File: config.mk
export PLATFORM = sky130hd
export DESIGN_NAME = cpu_stage_sequencer
export DESIGN_NICKNAME = d
export VERILOG_FILES = /design/src/rtl/cpu_stage_sequencer.sv
export SDC_FILE = /design/constraint.sdc
export NUM_CORES = 1
export LEC_CHECK = 0
export BUFFER_PORTS_ARGS = -buffer_cell sky130_fd_sc_hd__buf_4
export CORE_MARGIN = 4
export CORE_UTILIZATION = 53
export CTS_CLUSTER_SIZE = 12
export DETAILED_ROUTE_END_ITERATION = 10
export PLACE_DENSITY_LB_ADDON = 0.15
export SLEW_MARGIN = 20
export SYNTH_ARGS = -nofsm -noshare
export SYNTH_HDL_FRONTEND = slang
export SYNTH_SLANG_ARGS = --single-unit
File: constraint.sdc
create_clock -name clk -period 6.45 [get_ports clk]
set_clock_uncertainty 0.1 [all_clocks]
set_input_delay 0.3225 -clock clk [delete_from_list [all_inputs] [get_ports clk]]
set_output_delay 0.3225 -clock clk [all_outputs]
set_load 0.02 [all_outputs]
File: src/rtl/cpu_stage_sequencer.sv
// Multicycle stage sequencer for TinyCPU: stage FSM, PC, instruction and load-data registers.
// Read ports are captured on the last cycle of a MEM_READ_LATENCY wait.
module cpu_stage_sequencer #(
   parameter logic [31:0]  RESET_PC         = 32'h0000_0000,
   parameter int unsigned  MEM_READ_LATENCY = 1,
   localparam int unsigned STAGE_WIDTH      = 3
) (
   input  logic                   clk,
   input  logic                   rst_n,
   input  logic                   run_enable,
   input  logic [4:0]             current_instr_type,
   input  logic                   branch_taken,
   input  logic [31:0]            branch_target,
   input  logic [31:0]            read_data_0,
   input  logic [31:0]            read_data_1,
   output logic [STAGE_WIDTH-1:0] stage,
   output logic [31:0]            PC_value,
   output logic [31:0]            instruction,
   output logic [31:0]            memory_read_data,
   output logic                   register_write_enable,
   output logic                   halted,
   output logic [31:0]            instr_count
);

   localparam int unsigned CNT_W   = 4;
   localparam int unsigned INSTR_W = 5;

   localparam logic [INSTR_W-1:0] INSTR_NOP    = 5'd0;
   localparam logic [INSTR_W-1:0] INSTR_ALU    = 5'd1;
   localparam logic [INSTR_W-1:0] INSTR_LOAD   = 5'd2;
   localparam logic [INSTR_W-1:0] INSTR_STORE  = 5'd3;
   localparam logic [INSTR_W-1:0] INSTR_BRANCH = 5'd4;
   localparam logic [INSTR_W-1:0] INSTR_HALT   = 5'd5;

   localparam logic [CNT_W-1:0] LAST_CNT = CNT_W'(MEM_READ_LATENCY - 1);

   typedef enum logic [STAGE_WIDTH-1:0] {
      STAGE_FETCH     = 3'd0,
      STAGE_DECODE    = 3'd1,
      STAGE_EXECUTE   = 3'd2,
      STAGE_MEMORY    = 3'd3,
      STAGE_WRITEBACK = 3'd4,
      STAGE_HALTED    = 3'd5
   } stage_e;

   stage_e            state_q;
   stage_e            state_d;
   logic [CNT_W-1:0]  wait_cnt;
   logic [CNT_W-1:0]  wait_cnt_d;
   logic [31:0]       pc_d;
   logic [31:0]       instruction_d;
   logic [31:0]       memory_read_data_d;
   logic [31:0]       instr_count_d;

   assign stage = state_q;

   // State and datapath registers; reset leaves any stage, including a MEMORY store, at once.
   always_ff @(posedge clk or negedge rst_n) begin
      if (!rst_n) begin
         state_q          <= STAGE_FETCH;
         wait_cnt         <= '0;
         PC_value         <= RESET_PC;
         instruction      <= '0;
         memory_read_data <= '0;
         instr_count      <= '0;
      end else begin
         state_q          <= state_d;
         wait_cnt         <= wait_cnt_d;
         PC_value         <= pc_d;
         instruction      <= instruction_d;
         memory_read_data <= memory_read_data_d;
         instr_count      <= instr_count_d;
      end
   end

   // Next-state and stage-decoded outputs.
   always_comb begin
      state_d               = state_q;
      wait_cnt_d            = wait_cnt;
      pc_d                  = PC_value;
      instruction_d         = instruction;
      memory_read_data_d    = memory_read_data;
      instr_count_d         = instr_count;
      register_write_enable = 1'b0;
      halted                = 1'b0;

      case (state_q)
         STAGE_FETCH: begin
            // run_enable only matters before the wait count has begun
            if (run_enable || (wait_cnt != '0)) begin
               if (wait_cnt == LAST_CNT) begin
                  instruction_d = read_data_0;
                  wait_cnt_d    = '0;
                  state_d       = STAGE_DECODE;
               end else begin
                  wait_cnt_d = wait_cnt + CNT_W'(1);
               end
            end
         end
         STAGE_DECODE:  state_d = STAGE_EXECUTE;
         STAGE_EXECUTE: state_d = STAGE_MEMORY;
         STAGE_MEMORY: begin
            if (current_instr_type == INSTR_LOAD) begin
               if (wait_cnt == LAST_CNT) begin
                  memory_read_data_d = read_data_1;
                  wait_cnt_d         = '0;
                  state_d            = STAGE_WRITEBACK;
               end else begin
                  wait_cnt_d = wait_cnt + CNT_W'(1);
               end
            end else begin
               state_d = STAGE_WRITEBACK;
            end
         end
         STAGE_WRITEBACK: begin
            register_write_enable = !(current_instr_type inside
                                      {INSTR_STORE, INSTR_BRANCH, INSTR_HALT, INSTR_NOP});
            instr_count_d = instr_count + 32'd1;
            if (current_instr_type == INSTR_HALT) begin
               state_d = STAGE_HALTED;
            end else begin
               pc_d    = branch_taken ? branch_target : PC_value + 32'd4;
               state_d = STAGE_FETCH;
            end
         end
         STAGE_HALTED: halted = 1'b1;
         default: begin
            state_d    = STAGE_FETCH;
            wait_cnt_d = '0;
         end
      endcase
   end

   logic unused_alu;
   assign unused_alu = (INSTR_ALU == 5'd1);

endmodule

; ---- Word-level counts from Yosys, hierarchy flattened
; Index checks and enable logic that the tools add are counted.
[word_totals]
reg_bits = 135
in_bits = 105
out_inout_bits = 133
word_cells = 51
[op_classes]
addsub = 3
n_eq_ne = 13
n_mux = 13
n_bitwise = 3
reduce_logical = 13
[op_table]
columns = operator, count
row1 = $add A32 B1 Y32 const B, 1
row2 = $add A32 B3 Y32 const B, 1
row3 = $mux W32, 1
row4 = $pmux W3 S6, 1
row5 = $mux W3, 5
row6 = $mux W4, 3
row7 = $pmux W4 S3, 1
row8 = $eq A5 B2 Y1 const B, 2
row9 = $eq A5 B3 Y1 const B, 2
row10 = $reduce_and A3 Y1, 3
row11 = $reduce_bool A4 Y1, 2
row12 = $eq A3 B2 Y1 const B, 2
row13 = $eq A3 B3 Y1 const B, 2
row14 = $ne A2 B2 Y1 const B, 3
row15 = $logic_not A5 Y1, 1
row16 = $add A4 B1 Y4 const B, 1
row17 = $logic_not A4 Y1, 1
row18 = $reduce_and A4 Y1, 1
row19 = $reduce_or A4 Y1, 1
row20 = $eq A3 B1 Y1 const B, 1
row21 = $logic_not A3 Y1, 1
row22 = $ne A3 B3 Y1 const B, 1
row23 = $not A1 Y1, 3
row24 = $mux W1, 2
row25 = 3 further kinds, 3

; ---- Longest topological paths before layout
; Gate-level depths: netlist of the first run.
[logic_depth]
depth_word = 4
ltp_mapped = 8
ltp_nobuf = 7

; ---- Least setup slack after synthesis of the first run
; No wires, ideal clock.
[synth_timing]
kind = register to register
from = reg state_q[0], in the netlist stage[0]
to = reg instr_count[19]
setup_time_ps = 129
arrival_time_ps = 2212
t_required_ps = 6221
setup_slack_ps = 4008
path_stages_with_launch = 8
n_path_buf = 2
period_less_slack_ps = 2442
cell_sequence = dfrtp_1 > buf_6 > or3b_1 > or4_1 > buf_2 > nor4_4 > nand4_1 > xnor2_1
[synth_between]
elab_chain_cells = 1
[synth_lines]
columns = element, line_no
row1 = "start, declared", 46  ; stage_e state_q;
row2 = "start signal, assigned", 67  ; state_q <= state_d;
row3 = $eq A3 B3 Y1, 87  ; case (state_q)
row4 = "end signal, assigned", 72  ; instr_count <= instr_count_d;
row5 = "end, declared", 22  ; output logic [31:0] instr_count
; No other way between the ends.
; A chain may end at the register's enable or synchronous reset.

; ---- Worst setup path in the final report of the first run
[layout_timing]
from = reg state_q[2], in the netlist stage[2]
to = reg instr_count[21]
; The elaborated chain is that of the path after synthesis.

==> results of run 1 <==
## layout by cell type (no fill, tap or decap), types with 3 or more instances in the layout
cell type,count
a211oi_1,3
a21oi_1,31
a2bb2oi_1,3
a311oi_1,3
a31oi_1,8
and3_1,10
and4_1,4
buf_4,240
clkbuf_16,17
clkbuf_8,5
clkinvlp_4,3
dfrtp_1,135
ha_1,4
inv_1,7
mux2_2,65
mux2i_1,3
nand2_1,41
nand2b_1,5
nand3_1,27
nand4_1,17
nor2_1,30
nor2b_1,4
nor3_1,16
nor4_1,7
o21a_1,3
o21ai_0,27
o22a_1,4
o22ai_1,4
o2bb2ai_1,3
or2_2,3
xnor2_1,23
xor2_1,9
## layer usage
layer,GRT usage [%],share of wire (%),vias to the layer above
li1,-,-,2527
met1,30.8,38,2711
met2,41.9,51,268
met3,6.63,9.5,30
met4,10.0,2.0,0
met5,0,0,-
## worst paths after layout
path                                 start                   to  cells after the start
hold reg to reg            instr_count[31]      instr_count[31]                      1
hold / removal              read_data_1[6]  memory_read_data[6]                      2
setup reg to reg                  stage[2]      instr_count[21]                      5
min in group asynchronous            rst_n      instr_count[17]                      2
max in group asynchronous            rst_n       instr_count[2]                      3
setup / recovery                  stage[2]      instr_count[21]                      5
## flip-flops by register name, summed over array words and instances (netlist names)
signal / count
PC_value: 32
instr_count: 32
instruction: 32
memory_read_data: 32
wait_cnt: 4
stage: 3
## final cells by class
class / count / area [um2]
inverters: 8 / 30.0
clock inverters: 9 / 114
flip-flops and latches: 135 / 3380
fillers: 748 / 2700
clock buffers: 23 / 498
well taps: 143 / 179
multi-input cells: 391 / 2740
repair buffers: 242 / 1820
## report_power, final
group          leakage, nW  internal [mW]  switching (mW)
Sequential            1.72           1.13           0.277
Clock                0.292          0.623           0.358
Combinational         2.17          0.676           0.757
## metrics by stage
step / utilization, % / worst slack, ns
floorplan: - / 4.01
global placement: 71.0 / 3.77
detailed placement: 71.0 / 3.68
CTS: 76.4 / 3.67
global route: 76.4 / 3.54
finish: 76.4 / 3.65
## synthesized netlist by cell type (5+ instances only)
| cell | count |
|---|---|
| a21oi_1 | 31 |
| mux2_2 | 65 |
| nand4_1 | 17 |
| nor4_1 | 7 |
| nand2b_1 | 5 |
| nand2_1 | 41 |
| xor2_1 | 9 |
| clkbuf_1 | 19 |
| dfrtp_1 | 135 |
| a31oi_1 | 8 |
| nor3_1 | 16 |
| nor2_1 | 30 |
| xnor2_1 | 23 |
| inv_1 | 7 |
| nand3_1 | 27 |
| o21ai_0 | 27 |
| and3_1 | 10 |
## worst register-to-register path: stages (launching register included)
cell     delay [ns]
dfrtp_1        0.58
or3b_1         0.58
or4_1          0.72
nor4_4         0.38
nand3_1        0.17
xnor2_1        0.15
## logic make-up after synthesis
family	count (synthesis)
XOR/XNOR	32
multiplexers	70
AND/OR/NAND/NOR	176
buffers and inverters	35
flip-flops	135
adder cells (fa/ha/maj)	4
AO/OA/AOI/OAI	109
## timing repair
action / 4_1_cts / 5_1_grt
gates resized for setup: 0 / 0
hold buffers: 1 / 0
hold endpoints to repair: 69 / 0
==> results.ini, run 1 <==
[status]
status=finished clean

[timing]
max_freq_ghz=0.358
hold_slack_ns=0.0380
min_period_ns=2.80
drv_slew=0
setup_viol=0
rsz0062_at_grt=false
hold_viol=0
slew_headroom_pct=32.0
finalCritPeriodShare_pct=43.3
worstMarginPinSlew_ns=1.01
fin_tns_setup_ns=0

[global_routing]
grt_pass1_vias=5459
grt_max_degree=71
grt_pass1_wl_um=26700
overflow=0
antenna_found_initial=0
globalRouteTotalUtil_pct=25.0

[clock_network]
cts_made_buffers=17
clock_path_buffers=2
cts.sinks=135
clk_latency_ns=0.41
cts_tree=done
clk_pin_slew_worst_paths_ns=0.06
postCtsSetupBuffers=0
cts_root_buf=clkbuf_16
htree_levels=4

[finish]
fin_cells=951
antenna_cells=0
syn_to_final_growth_pct=40.1
stdcell_area_um2=8760
layout-drive-gt1-share_pct=42.9
nNetsFinal=904

[synthesis]
synth_compound_area_share_pct=11.3
avgSynthCellArea_um2=11.2
muxShareOfSynthArea_pct=12.5
synth_cell_type_count=59
synthTopCellsByArea=dfrtp_1, mux2_2, xnor2_1, a21oi_1, nand2_1
synth-edff-count=0
synthSimpleGateAreaFrac_pct=14.6
synthArstFlopShare_pct=100
syn-cell-area_um2=6260
syn_nets=670
synth_top_area_share_pct=54.0
synth_xor_area_share_pct=4.48
synthFlopType=dfrtp_1
synth_top_family_by_area=simple AND/OR/NAND/NOR gates
syn_inst=561
ys_warn_count=0
yosys_register_bits=135
synth_adder_area_share_pct=0.800
synth_top_area_cell=dfrtp_1
yosysSeqAreaShare_pct=54.0

[power]
p_leak_nw=4.18
ir_worst_vdd_mv=0.345
p_per_area_nw_per_um2=436
power.total_mw=3.82

[critical_path]
slowest_delay_ns=0.72
crit_path_start_kind=flip-flop
cp_top_family=simple AND/OR/NAND/NOR gates
reg2reg_slack_ns=3.65
critPathKind=reg -> reg
worst_ep_arrival_time_ns=2.99
path_cells=or3b_1, or4_1, nor4_4, nand3_1, xnor2_1
cp_num_buf_inv=0
crit_path_end_kind=flip-flop
cp_slowest_cell=or4_1
cp_max_fo=13
required_ns=6.64

[floorplan]
die_area_um2=13600
start_util_pct=54.6
fp.dieW_um=117
ios=238
die_h_um=117
rows=39
design.core.area_um2=11500

[drt]
drc=0
drt-initial-drc-count=482
routed_wl_um=17200
antenna_left=0
drtPass1Iterations=5
wl_per_cell_um=18.0
routed_via_density=5.82
vias=5536

[flow_run]
drv_cap=0

[worst_hold_path]
hold_class=in -> reg

[placed_design]
gp_congestion=0.888
place_inst=918
port_buffers=237
placed_cell_area_um2=8140
dp_hpwl_um=12400

No activity file was read; power rests on OpenSTA's default activity.
==> run 2: changes to the inputs <==
--- a/config.mk
+++ b/config.mk
@@ -7,7 +7,7 @@
 export LEC_CHECK = 0
 export BUFFER_PORTS_ARGS = -buffer_cell sky130_fd_sc_hd__buf_4
 export CORE_MARGIN = 4
-export CORE_UTILIZATION = 53
+export CORE_UTILIZATION = 49
 export CTS_CLUSTER_SIZE = 12
 export DETAILED_ROUTE_END_ITERATION = 10
 export PLACE_DENSITY_LB_ADDON = 0.15
==> constraint.sdc (replaced) <==
create_clock -name clk -period 2.85 [get_ports clk]
set_clock_uncertainty 0.1 [all_clocks]
set_input_delay 0.1425 -clock clk [delete_from_list [all_inputs] [get_ports clk]]
set_output_delay 0.1425 -clock clk [all_outputs]
set_load 0.02 [all_outputs]
==> run 2 against run 1 <==
  * Worst hold slack got worse by 0.026 ns
  * Largest power group unchanged
  * Sequential share of layout area fell by 3.9 points
  * Non-clock buffer count rose by 100
  * Sequential power rose by 120%
  * Flip-flop and latch count did not move
  * Power rose by 130%
  * Combinational power rose by 140%
  * Die area rose by 7.6%
==> results.ini, run 2 (synthesis results as in run 1) <==
[status]
status=finished clean

[finish]
stdcell_area_um2=9750  ; +11%
antenna_cells=0  ; unchanged
seq_area_um2=3380  ; unchanged
post-route-util_pct=77.5  ; +1.1 points
n_fill_cell=806  ; +7.8%
nNetsFinal=1004  ; +11%
layout-drive-gt1-share_pct=38.8  ; -4.1 points
fin_cells=1079  ; +13%
syn_to_final_growth_pct=55.8
multiInputGateArea_um2=2740  ; unchanged
mostFrequentLayoutCell=buf_4
layout_common_cells=buf_4, dfrtp_1, dlygate4sd3_1, mux2_2, nand2_1

[floorplan]
design.core.area_um2=12600  ; +9.6%
start_util_pct=49.8  ; -4.8 points
rows=41  ; +5.1%
ios=238  ; unchanged
die_area_um2=14600  ; +7.6%
die_h_um=121  ; +3.7%
fp.dieW_um=121  ; +3.7%

[critical_path]
worst_ep_arrival_time_ns=2.70  ; -0.29 ns
slowest_delay_ns=0.53  ; -0.19 ns
cp_num_buf_inv=0  ; unchanged
required_ns=3.06  ; -3.58 ns
crit_path_start_kind=flip-flop
path_cells=ha_1, nand3_1, or3_1, nor4_1, a311oi_1, a311oi_1
crit_path_end_kind=flip-flop
cp_top_family=simple AND/OR/NAND/NOR gates
critPathKind=reg -> reg
cp_max_fo=7  ; -6
path_common_cell=a311oi_1
cp_slowest_cell=or3_1

[drt]
wl_per_cell_um=17.5  ; -3.0%
antenna_left=0  ; unchanged
vias=5831  ; +5.3%
drc=0  ; unchanged
drt-initial-drc-count=368  ; -24%
drtPass1Iterations=6  ; +1
routed_via_density=5.40  ; -7.2%
routed_wl_um=18900  ; +10%

[global_routing]
globalRouteTotalUtil_pct=26.0  ; +1.1 points
antenna_found_initial=0  ; unchanged
overflow=0  ; unchanged
grt_pass1_vias=5915  ; +8.4%
grt_pass1_wl_um=30100  ; +13%
grt_max_degree=62  ; -13%

[power]
ir_worst_vdd_mv=0.562  ; +63%
p_per_area_nw_per_um2=888  ; +100%
p_leak_nw=4.58  ; +9.6%
power.total_mw=8.65  ; +130%

[placed_design]
pre_cts_ws_ns=0.404  ; -3.27 ns
gp_congestion=0.934  ; +5.2%
dp_hpwl_um=12200  ; -1.5%
placed_cell_area_um2=8270  ; +1.6%
port_buffers=237  ; unchanged
place_inst=956  ; +4.1%

[timing]
setup_viol=0  ; unchanged
rsz0062_at_grt=false
slew_headroom_pct=45.4  ; +13 points
fin_tns_setup_ns=0  ; unchanged
max_freq_ghz=0.403  ; +13%
drv_slew=0  ; unchanged
hold_viol=0  ; unchanged
hold_slack_ns=0.0124  ; -0.0256 ns
min_period_ns=2.48  ; -0.315 ns
worstMarginPinSlew_ns=0.812  ; -0.199 ns
finalCritPeriodShare_pct=87.0  ; +44 points
fin_ws_ns=0.369  ; -3.28 ns

[clock_network]
cts_made_buffers=17  ; unchanged
clock_path_buffers=2  ; unchanged
postCtsSetupBuffers=0  ; unchanged
cts_root_buf=clkbuf_16
clk_latency_ns=0.42  ; about the same
cts_tree=done
clk_pin_slew_worst_paths_ns=0.06  ; about the same
cts.sinks=135  ; unchanged
htree_levels=4  ; unchanged

[worst_hold_path]
hold_class=in -> reg

[flow_run]
drv_cap=0  ; unchanged

[run 2: changes by cell type in the layout (fill, tap and decap cells not counted)]
| cell | previous run | this run |
|---|---|---|
| buf_12 | 0 | 2 |
| dlygate4sd3_1 | 1 | 92 |
| clkbuf_1 | 1 | 4 |
| clkbuf_8 | 5 | 3 |
| buf_4 | 240 | 247 |
| clkinv_2 | 1 | 2 |
| bufinv_16 | 2 | 1 |
| inv_6 | 2 | 0 |
[run 2: what timing repair did]
action / in CTS / in global routing
endpoints found under the hold margin: 150 / 0
hold buffers: 92 / 0
gates resized for setup: 0 / 0
[run 2: cell type report]
type	instances	area share, %
Clock inverter	7	0.732
Sequential cell	135	34.7
Multi-Input combinational cell	391	28.1
Timing Repair Buffer	342	29.0
Clock buffer	24	4.94
Tap cell	172	2.21
Inverter	8	0.308
[run 2: final timing paths]
| path | startpoint | endpoint | slack [ns] | cells past startpoint |
|---|---|---|---|---|
| min | branch_target[17] | PC_value[17] | 0.01 | 3 |
| max reg2reg | PC_value[2] | PC_value[26] | 0.37 | 6 |
| max in group asynchronous | rst_n | instr_count[21] | 1.75 | 3 |
| min reg2reg | instr_count[31] | instr_count[31] | 0.38 | 1 |
| min in group asynchronous | rst_n | memory_read_data[18] | 0.17 | 2 |
| max | PC_value[2] | PC_value[26] | 0.37 | 6 |
[run 2: worst min-delay path: cells and delay by family]
| family | cells | cell delay, ns |
|---|---|---|
| AO/OA/AOI/OAI | 2 | 0.25 |
| buffers and inverters | 1 | 0.08 |
[run 2: power by group]
| part | internal [mW] | total (mW) | switching, mW | leakage (nW) |
|---|---|---|---|---|
| clock network | 1.26 | 2.05 | 0.787 | 0.262 |
| logic | 1.65 | 3.45 | 1.80 | 2.60 |
| registers | 2.56 | 3.16 | 0.600 | 1.72 |
| total | 5.47 | 8.65 | 3.19 | 4.58 |
[run 2: per-layer routing]
layer	global-route usage (%)	routed length [um]	vias up
li1	-	-	2730
met1	32.1	7530	2797
met2	44.1	9550	265
met3	6.67	1320	39
met4	9.77	478	0
met5	0	0	-
